--- config.mk ---
export PLATFORM = sky130hd
export DESIGN_NAME = sha256_stream_core_flat
export DESIGN_NICKNAME = d
export VERILOG_FILES = /design/src/rtl/sha256_pkg.sv /design/src/rtl/sha256_stream_core_if.sv /design/src/rtl/sha256_round.sv /design/src/rtl/sha256_stream_core.sv /design/src/flat_wrapper.sv
export SDC_FILE = /design/constraint.sdc
export NUM_CORES = 2
export LEC_CHECK = 0
export ABC_AREA = 1
export CAP_MARGIN = 25
export CORE_MARGIN = 5
export CORE_UTILIZATION = 55
export DETAILED_ROUTE_END_ITERATION = 6
export PLACE_DENSITY = 0.84
export SLEW_MARGIN = 20
export SYNTH_ARGS = -nofsm -noshare
export SYNTH_HDL_FRONTEND = slang
export SYNTH_SLANG_ARGS = --single-unit
--- constraint.sdc ---
create_clock -name clk -period 101.5 [get_ports clk]
set_input_delay 20.3 -clock clk [delete_from_list [all_inputs] [get_ports clk]]
set_output_delay 20.3 -clock clk [all_outputs]
set_load 0.01 [all_outputs]
--- src/rtl/sha256_pkg.sv ---
// sha256_pkg: SHA-256 constants, round helper functions and core state encoding (SHA256_SHA224_MODE_EN adds the SHA-224 IV)
package sha256_pkg;
  typedef enum logic [1:0] {IDLE, COMP, FINAL, OUT} state_e;
  localparam logic [31:0] K [64] = '{
    32'h428a2f98, 32'h71374491, 32'hb5c0fbcf, 32'he9b5dba5, 32'h3956c25b, 32'h59f111f1, 32'h923f82a4, 32'hab1c5ed5,
    32'hd807aa98, 32'h12835b01, 32'h243185be, 32'h550c7dc3, 32'h72be5d74, 32'h80deb1fe, 32'h9bdc06a7, 32'hc19bf174,
    32'he49b69c1, 32'hefbe4786, 32'h0fc19dc6, 32'h240ca1cc, 32'h2de92c6f, 32'h4a7484aa, 32'h5cb0a9dc, 32'h76f988da,
    32'h983e5152, 32'ha831c66d, 32'hb00327c8, 32'hbf597fc7, 32'hc6e00bf3, 32'hd5a79147, 32'h06ca6351, 32'h14292967,
    32'h27b70a85, 32'h2e1b2138, 32'h4d2c6dfc, 32'h53380d13, 32'h650a7354, 32'h766a0abb, 32'h81c2c92e, 32'h92722c85,
    32'ha2bfe8a1, 32'ha81a664b, 32'hc24b8b70, 32'hc76c51a3, 32'hd192e819, 32'hd6990624, 32'hf40e3585, 32'h106aa070,
    32'h19a4c116, 32'h1e376c08, 32'h2748774c, 32'h34b0bcb5, 32'h391c0cb3, 32'h4ed8aa4a, 32'h5b9cca4f, 32'h682e6ff3,
    32'h748f82ee, 32'h78a5636f, 32'h84c87814, 32'h8cc70208, 32'h90befffa, 32'ha4506ceb, 32'hbef9a3f7, 32'hc67178f2
  };
  localparam logic [255:0] IV256 = 256'h6a09e667bb67ae853c6ef372a54ff53a510e527f9b05688c1f83d9ab5be0cd19;
`ifdef SHA256_SHA224_MODE_EN
  localparam logic [255:0] IV224 = 256'hc1059ed8367cd5073070dd17f70e5939ffc00b316858151164f98fa7befa4fa4;
`endif
  function automatic logic [31:0] rotr(input logic [31:0] x, input int n);
    return (x >> n) | (x << (32 - n));
  endfunction
  function automatic logic [31:0] ch(input logic [31:0] e, f, g);
    return (e & f) ^ (~e & g);
  endfunction
  function automatic logic [31:0] maj(input logic [31:0] a, b, c);
    return (a & b) ^ (a & c) ^ (b & c);
  endfunction
  function automatic logic [31:0] Sigma0(input logic [31:0] x);
    return rotr(x, 2) ^ rotr(x, 13) ^ rotr(x, 22);
  endfunction
  function automatic logic [31:0] Sigma1(input logic [31:0] x);
    return rotr(x, 6) ^ rotr(x, 11) ^ rotr(x, 25);
  endfunction
  function automatic logic [31:0] sig0(input logic [31:0] x);
    return rotr(x, 7) ^ rotr(x, 18) ^ (x >> 3);
  endfunction
  function automatic logic [31:0] sig1(input logic [31:0] x);
    return rotr(x, 17) ^ rotr(x, 19) ^ (x >> 10);
  endfunction
endpackage

--- src/rtl/sha256_stream_core_if.sv ---
// sha256_stream_core_if: block input / digest output stream bundle (mode_224 only with SHA256_SHA224_MODE_EN)
interface sha256_stream_core_if;
  logic         blk_valid;
  logic         blk_ready;
  logic [511:0] blk_data;
  logic         blk_first;
  logic         blk_last;
  logic         digest_valid;
  logic         digest_ready;
  logic [255:0] digest;
  logic         busy;
`ifdef SHA256_SHA224_MODE_EN
  logic         mode_224;
`endif
  modport slave (
`ifdef SHA256_SHA224_MODE_EN
    input mode_224,
`endif
    input blk_valid, blk_data, blk_first, blk_last, digest_ready,
    output blk_ready, digest_valid, digest, busy
  );
  modport master (
`ifdef SHA256_SHA224_MODE_EN
    output mode_224,
`endif
    output blk_valid, blk_data, blk_first, blk_last, digest_ready,
    input blk_ready, digest_valid, digest, busy
  );
endinterface

--- src/rtl/sha256_round.sv ---
// sha256_round: one combinational SHA-256 compression round, state packed as {a,b,c,d,e,f,g,h}
module sha256_round
  import sha256_pkg::*;
(
  input  logic [255:0] i_s,
  input  logic [31:0]  i_k,
  input  logic [31:0]  i_w,
  output logic [255:0] o_s
);
  logic [31:0] w_a, w_b, w_c, w_d, w_e, w_f, w_g, w_h, w_t1, w_t2;
  assign {w_a, w_b, w_c, w_d, w_e, w_f, w_g, w_h} = i_s;
  assign w_t1 = w_h + Sigma1(w_e) + ch(w_e, w_f, w_g) + i_k + i_w;
  assign w_t2 = Sigma0(w_a) + maj(w_a, w_b, w_c);
  assign o_s = {w_t1 + w_t2, w_a, w_b, w_c, w_d + w_t1, w_e, w_f, w_g};
endmodule

--- src/rtl/sha256_stream_core.sv ---
// sha256_stream_core: multi-block streaming SHA-256 engine (SHA256_SHA224_MODE_EN enables SHA-224 output mode)
module sha256_stream_core
  import sha256_pkg::*;
#(
  parameter int ROUNDS_PER_CYCLE = 1
) (
  input logic clk,
  input logic rst,
  sha256_stream_core_if.slave bus
);
  localparam int R = ROUNDS_PER_CYCLE;
  localparam logic [1:0] S_IDLE = IDLE;
  localparam logic [1:0] S_COMP = COMP;
  localparam logic [1:0] S_FINAL = FINAL;
  localparam logic [1:0] S_OUT = OUT;
  logic [1:0]   r_state;
  logic [5:0]   r_t;
  logic [255:0] r_h, r_work, r_digest;
  logic [31:0]  r_w [16];
  logic         r_last, r_chain_ok, r_digest_valid;
  logic [31:0]  w_x [16+R];
  logic [255:0] w_s [R+1];
  logic [255:0] w_iv, w_src, w_sum, w_dig;
  logic         w_fresh;
`ifdef SHA256_SHA224_MODE_EN
  logic         r_mode;
  assign w_iv  = bus.mode_224 ? IV224 : IV256;
  assign w_dig = r_mode ? {w_sum[255:32], 32'h0} : w_sum;
`else
  assign w_iv  = IV256;
  assign w_dig = w_sum;
`endif
  assign w_fresh = bus.blk_first | !r_chain_ok;
  assign w_src   = w_fresh ? w_iv : r_h;
  assign w_s[0]  = r_work;
  assign bus.blk_ready    = r_state == S_IDLE;
  assign bus.busy         = r_state == S_COMP || r_state == S_FINAL;
  assign bus.digest_valid = r_digest_valid;
  assign bus.digest       = r_digest;
  // Extend the 16-word schedule window by the R words consumed this cycle
  always_comb begin
    for (int i = 0; i < 16; i++) w_x[i] = r_w[i];
    for (int i = 16; i < 16 + R; i++) w_x[i] = sig1(w_x[i-2]) + w_x[i-7] + sig0(w_x[i-15]) + w_x[i-16];
  end
  // Feed-forward addition of the working variables into the chaining value
  always_comb begin
    w_sum = '0;
    for (int i = 0; i < 8; i++) w_sum[32*i +: 32] = r_h[32*i +: 32] + r_work[32*i +: 32];
  end
  for (genvar g = 0; g < R; g++) begin : g_round
    sha256_round u_round (.i_s(w_s[g]), .i_k(K[r_t + 6'(g)]), .i_w(r_w[g]), .o_s(w_s[g+1]));
  end
  // Block accept, R rounds per cycle, hash update and digest hand-off
  always_ff @(posedge clk or posedge rst) begin
    if (rst) begin
      r_state        <= S_IDLE;
      r_t            <= '0;
      r_h            <= IV256;
      r_work         <= '0;
      r_digest       <= '0;
      r_last         <= 1'b0;
      r_chain_ok     <= 1'b0;
      r_digest_valid <= 1'b0;
      for (int i = 0; i < 16; i++) r_w[i] <= '0;
`ifdef SHA256_SHA224_MODE_EN
      r_mode         <= 1'b0;
`endif
    end else begin
      case (r_state)
        S_IDLE: if (bus.blk_valid) begin
          r_h     <= w_src;
          r_work  <= w_src;
          r_last  <= bus.blk_last;
          r_t     <= '0;
          r_state <= S_COMP;
          for (int i = 0; i < 16; i++) r_w[i] <= bus.blk_data[511-32*i -: 32];
`ifdef SHA256_SHA224_MODE_EN
          if (w_fresh) r_mode <= bus.mode_224;
`endif
        end
        S_COMP: begin
          r_work <= w_s[R];
          r_t    <= r_t + 6'(R);
          for (int i = 0; i < 16; i++) r_w[i] <= w_x[i+R];
          if (r_t == 6'(64 - R)) r_state <= S_FINAL;
        end
        S_FINAL: begin
          r_h        <= w_sum;
          r_chain_ok <= !r_last;
          if (r_last) begin
            r_digest       <= w_dig;
            r_digest_valid <= 1'b1;
            r_state        <= S_OUT;
          end else r_state <= S_IDLE;
        end
        default: if (bus.digest_ready) begin
          r_digest_valid <= 1'b0;
          r_state        <= S_IDLE;
        end
      endcase
    end
  end
endmodule

--- src/flat_wrapper.sv ---
// flat-port wrapper written by rule: the top's interface ports become plain ports
module sha256_stream_core_flat import sha256_pkg::*;
#(
  parameter int ROUNDS_PER_CYCLE = 1
)
  (clk, rst, bus_blk_valid, bus_blk_data, bus_blk_first, bus_blk_last, bus_digest_ready, bus_blk_ready, bus_digest_valid, bus_digest, bus_busy);
  sha256_stream_core_if bus_i ();
  input logic clk;
  input logic rst;
  input wire logic [$bits(bus_i.blk_valid)-1:0] bus_blk_valid;
  input wire logic [$bits(bus_i.blk_data)-1:0] bus_blk_data;
  input wire logic [$bits(bus_i.blk_first)-1:0] bus_blk_first;
  input wire logic [$bits(bus_i.blk_last)-1:0] bus_blk_last;
  input wire logic [$bits(bus_i.digest_ready)-1:0] bus_digest_ready;
  output wire logic [$bits(bus_i.blk_ready)-1:0] bus_blk_ready;
  output wire logic [$bits(bus_i.digest_valid)-1:0] bus_digest_valid;
  output wire logic [$bits(bus_i.digest)-1:0] bus_digest;
  output wire logic [$bits(bus_i.busy)-1:0] bus_busy;
  assign bus_i.blk_valid = bus_blk_valid;
  assign bus_i.blk_data = bus_blk_data;
  assign bus_i.blk_first = bus_blk_first;
  assign bus_i.blk_last = bus_blk_last;
  assign bus_i.digest_ready = bus_digest_ready;
  assign bus_blk_ready = bus_i.blk_ready;
  assign bus_digest_valid = bus_i.digest_valid;
  assign bus_digest = bus_i.digest;
  assign bus_busy = bus_i.busy;
  sha256_stream_core #(.ROUNDS_PER_CYCLE(ROUNDS_PER_CYCLE)) u_core (.clk(clk), .rst(rst), .bus(bus_i));
endmodule
==> flow_summary.ini <==
[setup_path]
cp.required_ns = 102.40
r2r-start = u_core.r_t[1]
end_kind = asynchronous set/reset pin
reg2reg_to = u_core.r_work[247]
crit_top_cell = buf_4
critPathBufInv = 10
cpLargestDelayFamily = buffers and inverters
start_kind = primary input
rrSetupSlack_ns = 91.31
cpPeakStageDelay_ns = 0.85
r2r_cells = 36
cp_slowest_cell = buf_4
worstPathMaxFanout = 135
worstSetupPathType = primary input to asynchronous set/reset pin
crit_arrival_ns = 26.21
crit_chain = clkdlybuf4s50_1 > inv_8 > buf_4 > buf_4 > buf_4 > buf_16 > buf_4 > buf_16 > buf_4 > buf_4

[clock_network]
clockRootBuffer = clkbuf_16
cts_buffers = 142
clock_sinks = 1291
clk_latency_ns = 0.82
clk_path_buf_depth = 3
path_clk_slew_ns = 0.06
cts_resized = 0
cts_tree = done
ctsHoldBuffers = 0
post-cts-setup-buffer-count = 0
cts-htree-levels = 4

[timing]
rsz0062_at_grt = false
finalSetupViolCount = 0
holdWs_ns = 0.474
clock_skew_ns = 0.0380
drv_slew = 0
max_freq_ghz = 0.0395
tns_ns = 0
fin_crit_sh = 0.249
relSlewSlack = 0.111
period_minus_slack_ns = 25.31
hold_violations = 0
worstMarginPinSlew_ns = 1.33
fin_ws_ns = 76.19

[logic_synthesis]
ys_types = 68
syn_avg_cell_area_um2 = 7.62
yosys_warnings = 0
synthesis.area_um2 = 86300
ys_seq_area_frac = 0.376
synthesis.nets = 12400
synth_edf_count = 0
synthCells = 11300
ys_ff_latch = 1291
async_reset_ff_frac = 1.00
ys.flop_type = dfrtp_1

[finish]
fin_nets = 12800
fillers = 13400
multi_input_area_um2 = 47400
final_cell_mix = nand2_1 (2403), nor2_1 (1611), dfrtp_1 (1153), inv_1 (1071), a21oi_1 (778)
finalNonFillerCells = 13900
layout_commonest_cell = nand2_1
area_growth_pct = 16.1
drive_above_1_share = 0.0430
seq_area_um2 = 32500

[run_status]
status = complete, but fails checks
violations = DRC

[routing]
totalWireLength_um = 370000
drcViolationCount = 11
ant_nets = 0
num_vias = 88100
dr.pass1.iters = 7
drtIter0Drc = 11600
via_per_inst = 6.34
drt-wirelength-per-cell_um = 26.6

[floorplan]
core_area_um2 = 156000
dieArea_um2 = 165000
rows = 145
ioPinCount = 777
start_util = 0.553
die_h_um = 406
die_width_um = 406

[place]
portBuffers = 776
dp_slack_ns = 74.72
dpl.cell_count = 13600
gp_congestion = 1.03
dpl.hpwl_um = 280000

[worst_hold_path]
hold_class = register to register
holdPathStages = 1
holdPathEnd = u_core.bus.digest[152]
hp-start = u_core.bus.digest[152]

[global_route]
track_usage = 0.438
grt_pass1_wl_um = 542000
grt_pass1_vias = 85500
antenna_found_initial = 31
grt_remaining_overflow = 0
grt_max_degree = 209

[job]
cap_violations = 0
registers in the layout, indices dropped and copies added (netlist names):
name                     count
u_core.r_w                 512
u_core.bus.digest          256
u_core.r_h                 256
u_core.r_work              256
u_core.r_t                   6
u_core.r_state               2
u_core.bus.digest_valid      1
u_core.r_chain_ok            1
u_core.r_last                1
stage by stage:
step	util	area [um2]
5_1_grt	0.642	100000
3_3_place_gp	0.608	94900
3_5_place_dp	0.608	94900
4_1_cts	0.641	100000
6_report	0.642	100000
2_1_floorplan	-	86300
synth_stat cells (all sizes together) (10+ instances only):
library cell	count	area share
a31oi	52	0.0038
a22o	75	0.0076
a21boi	29	0.0026
buf	151	0.0078
nand3	426	0.025
dfstp	136	0.041
nor3	108	0.0063
o31ai	17	0.0015
nand3b	18	0.0016
inv	1081	0.047
dfrtp	1155	0.34
a22oi	18	0.0016
nand4	83	0.0060
o21ai	606	0.035
o21bai	50	0.0044
xor2	223	0.023
a21oi	781	0.045
a21o	102	0.0089
nand2	2405	0.10
o22ai	503	0.036
xnor2	198	0.020
o22a	27	0.0027
o311ai	16	0.0016
clkbuf	456	0.020
fa	195	0.045
nor2	1615	0.070
o221ai	178	0.018
ha	397	0.058
or2	26	0.0019
a211oi	10	0.00087
nor4	18	0.0013
o211ai	97	0.0084
worst max-delay path by stage:
stage / slack [ns] / endpoint / from / cells after the start
6_report: 76.19 / u_core.r_work[145] / rst / 10
4_1_cts: 75.53 / u_core.r_h[125] / rst / 8
2_1_floorplan: 45.04 / u_core.bus.digest[0] / rst / 1
3_5_place_dp: 74.72 / u_core.r_h[119] / rst / 8
5_1_grt: 75.44 / u_core.r_h[125] / rst / 10
3_3_place_gp: 74.90 / u_core.r_h[119] / rst / 8
cell families (layout without fill, tap and decap cells):
group | Yosys count | in the layout | share of synthesized area
AOI/OAI and AO/OA | 2613 | 2613 | 0.185
xor gates and xnor gates | 421 | 421 | 0.0427
adders and majority gates | 593 | 593 | 0.103
buffers and inverters | 1689 | 2195 | 0.0747
DFF | 1291 | 1291 | 0.376
other | 0 | 19 | 0
and+or+nand+nor | 4714 | 4714 | 0.218
layout make-up:
class	instances	area share
Antenna cell	19	0.000475
Clock buffer	202	0.0412
Clock inverter	58	0.00917
Inverter	1082	0.0410
Multi-Input combinational cell	8341	0.473
Sequential cell	1291	0.324
Tap cell	2058	0.0257
Timing Repair Buffer	853	0.0848
metal layers:
metal / vias up / share of wire / track usage
met1: 42100 / 0.36 / 0.542
met3: 1420 / 0.11 / 0.118
met5: - / 0.00049 / 0
li1: 38600 / - / -
met4: 26 / 0.091 / 0.318
met2: 5850 / 0.43 / 0.661
Power is left out: the tool's default activity adds up to more than one toggle a clock period on the data nets, which glitch-free logic cannot reach.
